==> src/rtl/wam_inp.sv <==
// Input conditioner for the whac-a-mole board: 2-flop sync, tick-based debounce and edge strobes.
// Define WAM_INP_REPEAT_EN to enable auto-repeat on the lft/rgt buttons.
module wam_inp #(
  parameter int unsigned N_BTN    = 3,
  parameter int unsigned N_SW     = 8,
  parameter int unsigned TICK_W   = 16,
  parameter int unsigned DB_TICKS = 4,
  parameter int unsigned REP_DLY  = 32,
  parameter int unsigned REP_PER  = 8
) (
  input  logic             clk,
  input  logic             clr,
  input  logic [N_BTN-1:0] btn_raw,
  input  logic [N_SW-1:0]  sw_raw,
  output logic [N_BTN-1:0] btn_lvl,
  output logic [N_BTN-1:0] btn_pls,
  output logic [N_SW-1:0]  sw_lvl,
  output logic [N_SW-1:0]  sw_rise,
  output logic [N_SW-1:0]  sw_fall
);

  localparam int unsigned NCh  = N_BTN + N_SW;
  localparam int unsigned DbW  = (DB_TICKS > 1) ? $clog2(DB_TICKS) : 1;
  localparam logic [DbW-1:0] DbLast = DbW'(DB_TICKS - 1);

  typedef enum logic [1:0] {SLo, SUp, SHi, SDn} ch_st_e;

  if (DB_TICKS < 1 || REP_DLY < 1 || REP_PER < 1) begin : g_bad_param
    $error("wam_inp: DB_TICKS, REP_DLY and REP_PER must all be >= 1");
  end

  // Buttons occupy the low channel indices, switches sit above them.
  logic [NCh-1:0] raw;
  logic [NCh-1:0] sync1_q;
  logic [NCh-1:0] s_q;

  assign raw = {sw_raw, btn_raw};

  always_ff @(posedge clk or posedge clr) begin
    if (clr) begin
      sync1_q <= '0;
      s_q     <= '0;
    end else begin
      sync1_q <= raw;
      s_q     <= sync1_q;
    end
  end

  logic [TICK_W-1:0] tick_q;
  logic              tick;

  assign tick = &tick_q;

  always_ff @(posedge clk or posedge clr) begin
    if (clr) begin
      tick_q <= '0;
    end else begin
      tick_q <= tick_q + TICK_W'(1);
    end
  end

`ifdef WAM_INP_REPEAT_EN
  localparam int unsigned RepN = (N_BTN < 2) ? N_BTN : 2;
  logic [RepN-1:0] hold;
`endif

  // evt is a one-clk strobe on every accepted change; its direction is read from lvl.
  logic [NCh-1:0] lvl;
  logic [NCh-1:0] evt;

  for (genvar i = 0; i < NCh; i++) begin : g_ch
    ch_st_e         st_q;
    logic [DbW-1:0] cnt_q;
    logic           lvl_q;
    logic           evt_q;

    always_ff @(posedge clk or posedge clr) begin
      if (clr) begin
        st_q  <= SLo;
        cnt_q <= '0;
        lvl_q <= 1'b0;
        evt_q <= 1'b0;
      end else begin
        evt_q <= 1'b0;
        unique case (st_q)
          SLo: begin
            if (s_q[i]) begin
              st_q  <= SUp;
              cnt_q <= '0;
            end
          end
          SUp: begin
            if (!s_q[i]) begin
              st_q <= SLo;
            end else if (tick) begin
              if (cnt_q == DbLast) begin
                st_q  <= SHi;
                lvl_q <= 1'b1;
                evt_q <= 1'b1;
              end else begin
                cnt_q <= cnt_q + DbW'(1);
              end
            end
          end
          SHi: begin
            if (!s_q[i]) begin
              st_q  <= SDn;
              cnt_q <= '0;
            end
          end
          SDn: begin
            if (s_q[i]) begin
              st_q <= SHi;
            end else if (tick) begin
              if (cnt_q == DbLast) begin
                st_q  <= SLo;
                lvl_q <= 1'b0;
                evt_q <= 1'b1;
              end else begin
                cnt_q <= cnt_q + DbW'(1);
              end
            end
          end
          default: begin
            st_q  <= SLo;
            cnt_q <= '0;
            lvl_q <= 1'b0;
          end
        endcase
      end
    end

    assign lvl[i] = lvl_q;
    assign evt[i] = evt_q;

`ifdef WAM_INP_REPEAT_EN
    if (i < RepN) begin : g_hold
      assign hold[i] = (st_q == SHi) && s_q[i];
    end
`endif
  end

  logic [N_BTN-1:0] btn_rise;

  assign btn_rise = evt[N_BTN-1:0] & lvl[N_BTN-1:0];
  assign btn_lvl  = lvl[N_BTN-1:0];
  assign sw_lvl   = lvl[NCh-1:N_BTN];
  assign sw_rise  = evt[NCh-1:N_BTN] & lvl[NCh-1:N_BTN];
  assign sw_fall  = evt[NCh-1:N_BTN] & ~lvl[NCh-1:N_BTN];

`ifdef WAM_INP_REPEAT_EN
  localparam int unsigned RepMax = (REP_DLY > REP_PER) ? REP_DLY : REP_PER;
  localparam int unsigned RepW   = (RepMax > 1) ? $clog2(RepMax) : 1;
  localparam logic [RepW-1:0] RepDlyLast = RepW'(REP_DLY - 1);
  localparam logic [RepW-1:0] RepPerLast = RepW'(REP_PER - 1);

  logic [N_BTN-1:0] rep_pls;

  for (genvar b = 0; b < N_BTN; b++) begin : g_rep
    if (b < RepN) begin : g_on
      logic [RepW-1:0] rep_cnt_q;
      logic            rep_first_q;
      logic            rep_q;

      // Counts ticks only while steadily held in SHi; any excursion restarts the initial delay.
      always_ff @(posedge clk or posedge clr) begin
        if (clr) begin
          rep_cnt_q   <= '0;
          rep_first_q <= 1'b1;
          rep_q       <= 1'b0;
        end else begin
          rep_q <= 1'b0;
          if (!hold[b]) begin
            rep_cnt_q   <= '0;
            rep_first_q <= 1'b1;
          end else if (tick) begin
            if (rep_cnt_q == (rep_first_q ? RepDlyLast : RepPerLast)) begin
              rep_q       <= 1'b1;
              rep_cnt_q   <= '0;
              rep_first_q <= 1'b0;
            end else begin
              rep_cnt_q <= rep_cnt_q + RepW'(1);
            end
          end
        end
      end

      assign rep_pls[b] = rep_q;
    end else begin : g_off
      assign rep_pls[b] = 1'b0;
    end
  end

  assign btn_pls = btn_rise | rep_pls;
`else
  assign btn_pls = btn_rise;
`endif

endmodule

==> config.mk <==
export PLATFORM = sky130hd
export DESIGN_NAME = wam_inp
export DESIGN_NICKNAME = d
export VERILOG_FILES = /design/src/rtl/wam_inp.sv
export SDC_FILE = /design/constraint.sdc
export NUM_CORES = 1
export LEC_CHECK = 0
export ABC_AREA = 0
export ABC_CLOCK_PERIOD_IN_PS = 5620
export BUFFER_PORTS_ARGS = -buffer_cell sky130_fd_sc_hd__buf_2
export CAP_MARGIN = 15
export CORE_ASPECT_RATIO = 2
export CORE_MARGIN = 2
export CORE_UTILIZATION = 35
export DETAILED_ROUTE_END_ITERATION = 10
export GPL_TIMING_DRIVEN = 1
export SYNTH_ARGS = -nofsm -noshare
export SYNTH_HDL_FRONTEND = slang
export SYNTH_SLANG_ARGS = --single-unit
export TNS_END_PERCENT = 30
==> constraint.sdc <==
create_clock -name clk -period 5.62 [get_ports clk]
set_input_delay 0 -clock clk [delete_from_list [all_inputs] [get_ports clk]]
set_output_delay 0 -clock clk [all_outputs]
set_load 0.02 [all_outputs]
Word level (Yosys, flattened, before mapping)
Cells that the tools add are included.
{"block": "word_totals", "register_bits": 104, "in_bits": 13, "output_inout_bits": 30, "elab_cells": 603}
{"block": "classes", "add_sub_neg": 12, "eq_ne": 176, "mux": 308, "n_bitwise": 4, "n_reduce_logical": 56}
{"operator": "2-bit 2-to-1 mux", "n": 154}
{"operator": "2-bit inequality test, second input constant", "n": 88}
{"operator": "2-bit one-hot mux with 4 select lines", "n": 22}
{"operator": "3-bit inequality test, second input constant", "n": 44}
{"operator": "1-bit 2-to-1 mux", "n": 110}
{"operator": "7-bit AND reduction", "n": 11}
{"operator": "2-bit == test, second input constant", "n": 33}
{"operator": "6-bit AND reduction", "n": 11}
{"operator": "1-bit one-hot mux with 2 select lines", "n": 22}
{"operator": "4-bit AND reduction", "n": 11}
{"operator": "2-bit by 1-bit adder with 2-bit output, second input constant", "n": 11}
{"operator": "2-bit by 1-bit == test with 1-bit output, second input constant", "n": 11}
{"operator": "2-bit zero test", "n": 11}
{"operator": "2-bit nonzero test", "n": 11}
{"operator": "16-bit by 1-bit adder with 16-bit output, second input constant", "n": 1}
{"operator": "8-bit bitwise AND", "n": 2}
{"operator": "16-bit AND reduction", "n": 1}
{"operator": "8-bit inverter", "n": 1}
{"operator": "3-bit bitwise AND", "n": 1}

Depth between registers and ports, before layout
{"block": "logic_depth", "word_depth": 5, "mapped_depth": 7, "ltp_nobuf": 5}

Least setup slack after synthesis
Ideal clock, no wire load.
{"block": "synth_path", "kind": "reg2reg", "startpoint": "register tick_q[0]", "endpoint": "register with a tool-made name", "setup_time_ns": 0.127, "arrival_time_ns": 1.578, "t_required_ns": 5.493, "setup_slack_ns": 3.915, "path_stages_with_launch": 7, "path_buffers": 1, "period_less_slack_ns": 1.705, "cell_sequence": "dfrtp_1 ha_1 and4_1 and4_1 buf_6 nand3_2 mux2_1"}
{"item": "from (decl)", "line_no": "49", "source": "logic [TICK_W-1:0] tick_q;"}
{"item": "from (signal assigned)", "line_no": "58", "source": "tick_q <= tick_q + TICK_W'(1);"}

Worst setup path in the final report
{"block": "layout_path", "startpoint": "register tick_q[0]", "endpoint": "register g_ch[3].cnt_q[1]"}
{"block": "layout_via", "elab_chain_cells": 4, "elab_cells_between_ends": 5, "cone_classes": "mux: 4; reduce/logical: 1"}
{"item": "16-bit AND reduction *", "line_no": "52", "source": "assign tick = &tick_q;"}
{"item": "2-bit 2-to-1 mux *"}
{"item": "2-bit 2-to-1 mux (on tied branches)"}
{"item": "2-bit one-hot mux with 4 select lines *"}
{"item": "to (signal assigned)", "line_no": "101", "source": "cnt_q <= cnt_q + DbW'(1);"}
{"item": "to (signal assigned)", "line_no": "120", "source": "cnt_q <= cnt_q + DbW'(1);"}
{"item": "to (decl)", "line_no": "73", "source": "logic [DbW-1:0] cnt_q;"}
Every way passes the cells marked *; elsewhere a longest branch is shown, timed or not. The select of a mux whose other input is x is not followed.
A chain may end at the register's enable or synchronous reset.

==> out/metrics.yaml <==
fin_skew_ns: 0.006116
fin_tns_setup_ns: 0
max_freq_ghz: 0.4071
rows: 60
post-synth-top-count-cell: "dfrtp_1"
slew_headroom: 0.3708
area_delta_synth_final_pct: 14.32
drive_above_1_share: 0.1519
finalSetupViolCount: 0
placed_area_um2: 4965
dpl.cell_count: 602
worstSetupEndpoint: "g_ch[3].cnt_q[1]$_DFFE_PP0P_"
synth.area.top_cells: "dfrtp_1 55%, o211ai_1 4.5%, xnor2_1 3.7%"
yosys.area.top_type_share: 0.5517
grtUsageTotal: 0.1188
start_kind: "register"
clk_path_buf_depth: 2
min_path_type: "primary input to asynchronous set/reset pin"
die_w_um: 86.09
yosysSeqAreaShare: 0.5517
yosys.area.top_type: "dfrtp_1"
path_clk_slew_ns: 0.06
io_buffers: 42
clock-root-buffer: "clkbuf_16"
cts_tree: "built"
rsz0062_at_grt: "no"
cp_slowest_stage_delay_ns: 0.75
worst-path-stages: 5
grt_start_max_net_pins: 78
synth_nets: 454
die_area_um2: 14480
core_um2: 13290
synth.distinct_cells: 39
worst_ir_drop_vdd_uv: 159.3
vias_per_cell: 5.134
htreeDepth: 3
io_pins: 43
vias: 3229
crit_chain: "ha_1 > and4_1 > nand4_4 > or4_1 > nand3_1"
dp_hpwl_mm: 5.007
worstPathRequired_ns: 5.90
insertion_delay_ns: 0.34
p_per_area_nw_per_um2: 269.7
worstPathMaxFanout: 65
synthTopCellsByCount: "104 x dfrtp_1, 42 x nand2_1, 28 x o211ai_1, 25 x nand3_1"
timing_hold_violations_final: 0
grtUsageMet3: 0.02353
use_met2: 0.1830
critical_path_buf_inv_count: 0
drtPass1Iterations: 4
whs_ns: 0.1793
grt.busiest_layer: "met2"
timing.rr.start: "tick_q[0]$_DFF_PP0_"
criticalPathCategory: "register to register"
outcome: "finished clean"
met1_usage: 0.1611
synth_flop_cell: "dfrtp_1"
antenna_found_initial: 0
cts.sinks: 104
grt_pass1_wl_mm: 14.08
cp.arrival_ns: 2.73
netlist_instances: 429
worst_pin_slew_ns: 0.9439
cts_buffers: 9
fin_nets: 495
reg2reg_depth: 5
synth_edf_count: 0
final_antenna_net_count: 0
fin_ws_ns: 3.163
post_cts_resized: 0
first_iter_violations: 176
die_h_um: 168.2
fin_crit_sh: 0.4371
cp-end-kind: "register"
ys_ff_latch: 104
r2r-end: "g_ch[3].cnt_q[1]$_DFFE_PP0P_"
leakagePower_nw: 2.491
slew_viol_final: 0
maxCapViolCount: 0
wl_per_cell_um: 12.53
place_ws_ns: 3.154
overflow: 0
setup.worst_path.start: "tick_q[0]$_DFF_PP0_"
route.detailed.drc: 0
netlist_area_um2: 4717
totalWireLength_mm: 7.884
syn_area_per_cell_um2: 11.00
critPathTopFamily: "simple AND/OR/NAND/NOR gates"
grt_pass1_vias: 3120
yosysWarnings: 0
async_flop_share: 1.000
stdcell_count: 629
stdcell_area_um2: 5393
diodes: 0
cp_slowest_cell: "or4_1"
initial_core_util: 0.3550
gp_congestion: 0.7313
rrSetupSlack_ns: 3.16
fin_crit_ns: 2.457
[final cells by class]
| cell class | count | area (um^2) |
|---|---|---|
| fill | 1226 | 7895 |
| sequential | 104 | 2603 |
| multi-input combinational | 285 | 1888 |
| timing repair buffer | 56 | 345.3 |
| clock buffer | 13 | 270.3 |
| tap | 155 | 193.9 |
| inverter | 14 | 55.05 |
| clock inverter | 2 | 37.54 |
[cells in the final DEF, fill, tap and decap left out, drive strengths merged]
cell / count
dfrtp: 104
buf: 44
nand2: 42
o211ai: 28
nand3: 28
xnor2: 20
o21ai: 20
nor2: 20
inv: 14
nor2b: 13
clkbuf: 13
ha: 12
dlygate4sd3: 12
nor3: 11
and2: 11
or4: 10
xor2: 8
a31oi: 7
nor4b: 6
nand2b: 6
o311ai: 6
mux2: 6
a41oi: 5
nand4: 5
or3b: 4
and4: 4
nand3b: 3
o41ai: 2
a21oi: 2
a21o: 2
mux2i: 2
and3: 1
or2: 1
bufinv: 1
clkinvlp: 1
[routing by layer]
| layer | share of wire | wire (um) |
|---|---|---|
| met1 | 0.49 | 3841 |
| met2 | 0.46 | 3613 |
| met3 | 0.035 | 275 |
| met4 | 0.020 | 154 |
| met5 | 0 | 0 |
[through the flow]
step,utilization,total power [mW]
5_1_grt,0.4058,1.510
3_3_place_gp,0.3736,0.8234
4_1_cts,0.4058,1.481
6_report,0.4058,1.454
2_1_floorplan,-,0.8095
3_5_place_dp,0.3736,0.8246
[power breakdown]
group / internal (mW) / leakage, nW / total (mW) / switching, mW
registers: 0.760 / 1.36 / 0.773 / 0.0131
clock network: 0.380 / 0.148 / 0.639 / 0.260
logic: 0.0163 / 0.980 / 0.0415 / 0.0252
total: 1.16 / 2.49 / 1.45 / 0.298
[logic make-up after synthesis]
| logic type | count (synthesis) | share of synthesized area |
|---|---|---|
| xor gates and xnor gates | 28 | 0.05199 |
| DFF | 104 | 0.5517 |
| muxes | 8 | 0.01857 |
| buffers and inverters | 40 | 0.04801 |
| and+or+nand+nor | 165 | 0.1934 |
| adders and majority gates | 12 | 0.03183 |
| AOI/OAI and AO/OA | 72 | 0.1045 |
[tightest hold or removal path, stage by stage]
cell and delay (ns):
dlygate4sd3_1 0.53, buf_2 0.13, inv_4 0.26
[repair_timing]
item / 4_1_cts / 5_1_grt
hold buffers: 12 / 0
buffers inserted: 0 / 0
hold endpoints to repair: 38 / 0
[worst min-delay path by stage]
stage | start | endpoint | slack (ns) | cells after the start
3_3_place_gp | clr | sync1_q[4]$_DFF_PP0_ | 0.003 | 2
5_1_grt | clr | sync1_q[4]$_DFF_PP0_ | 0.22 | 3
3_5_place_dp | clr | sync1_q[4]$_DFF_PP0_ | 0.01 | 2
6_report | clr | sync1_q[4]$_DFF_PP0_ | 0.18 | 3
2_1_floorplan | btn_raw[0] | sync1_q[0]$_DFF_PP0_ | 0.03 | 0
4_1_cts | clr | sync1_q[4]$_DFF_PP0_ | 0.19 | 3
Note: power is estimated with default switching activity, not from simulation.
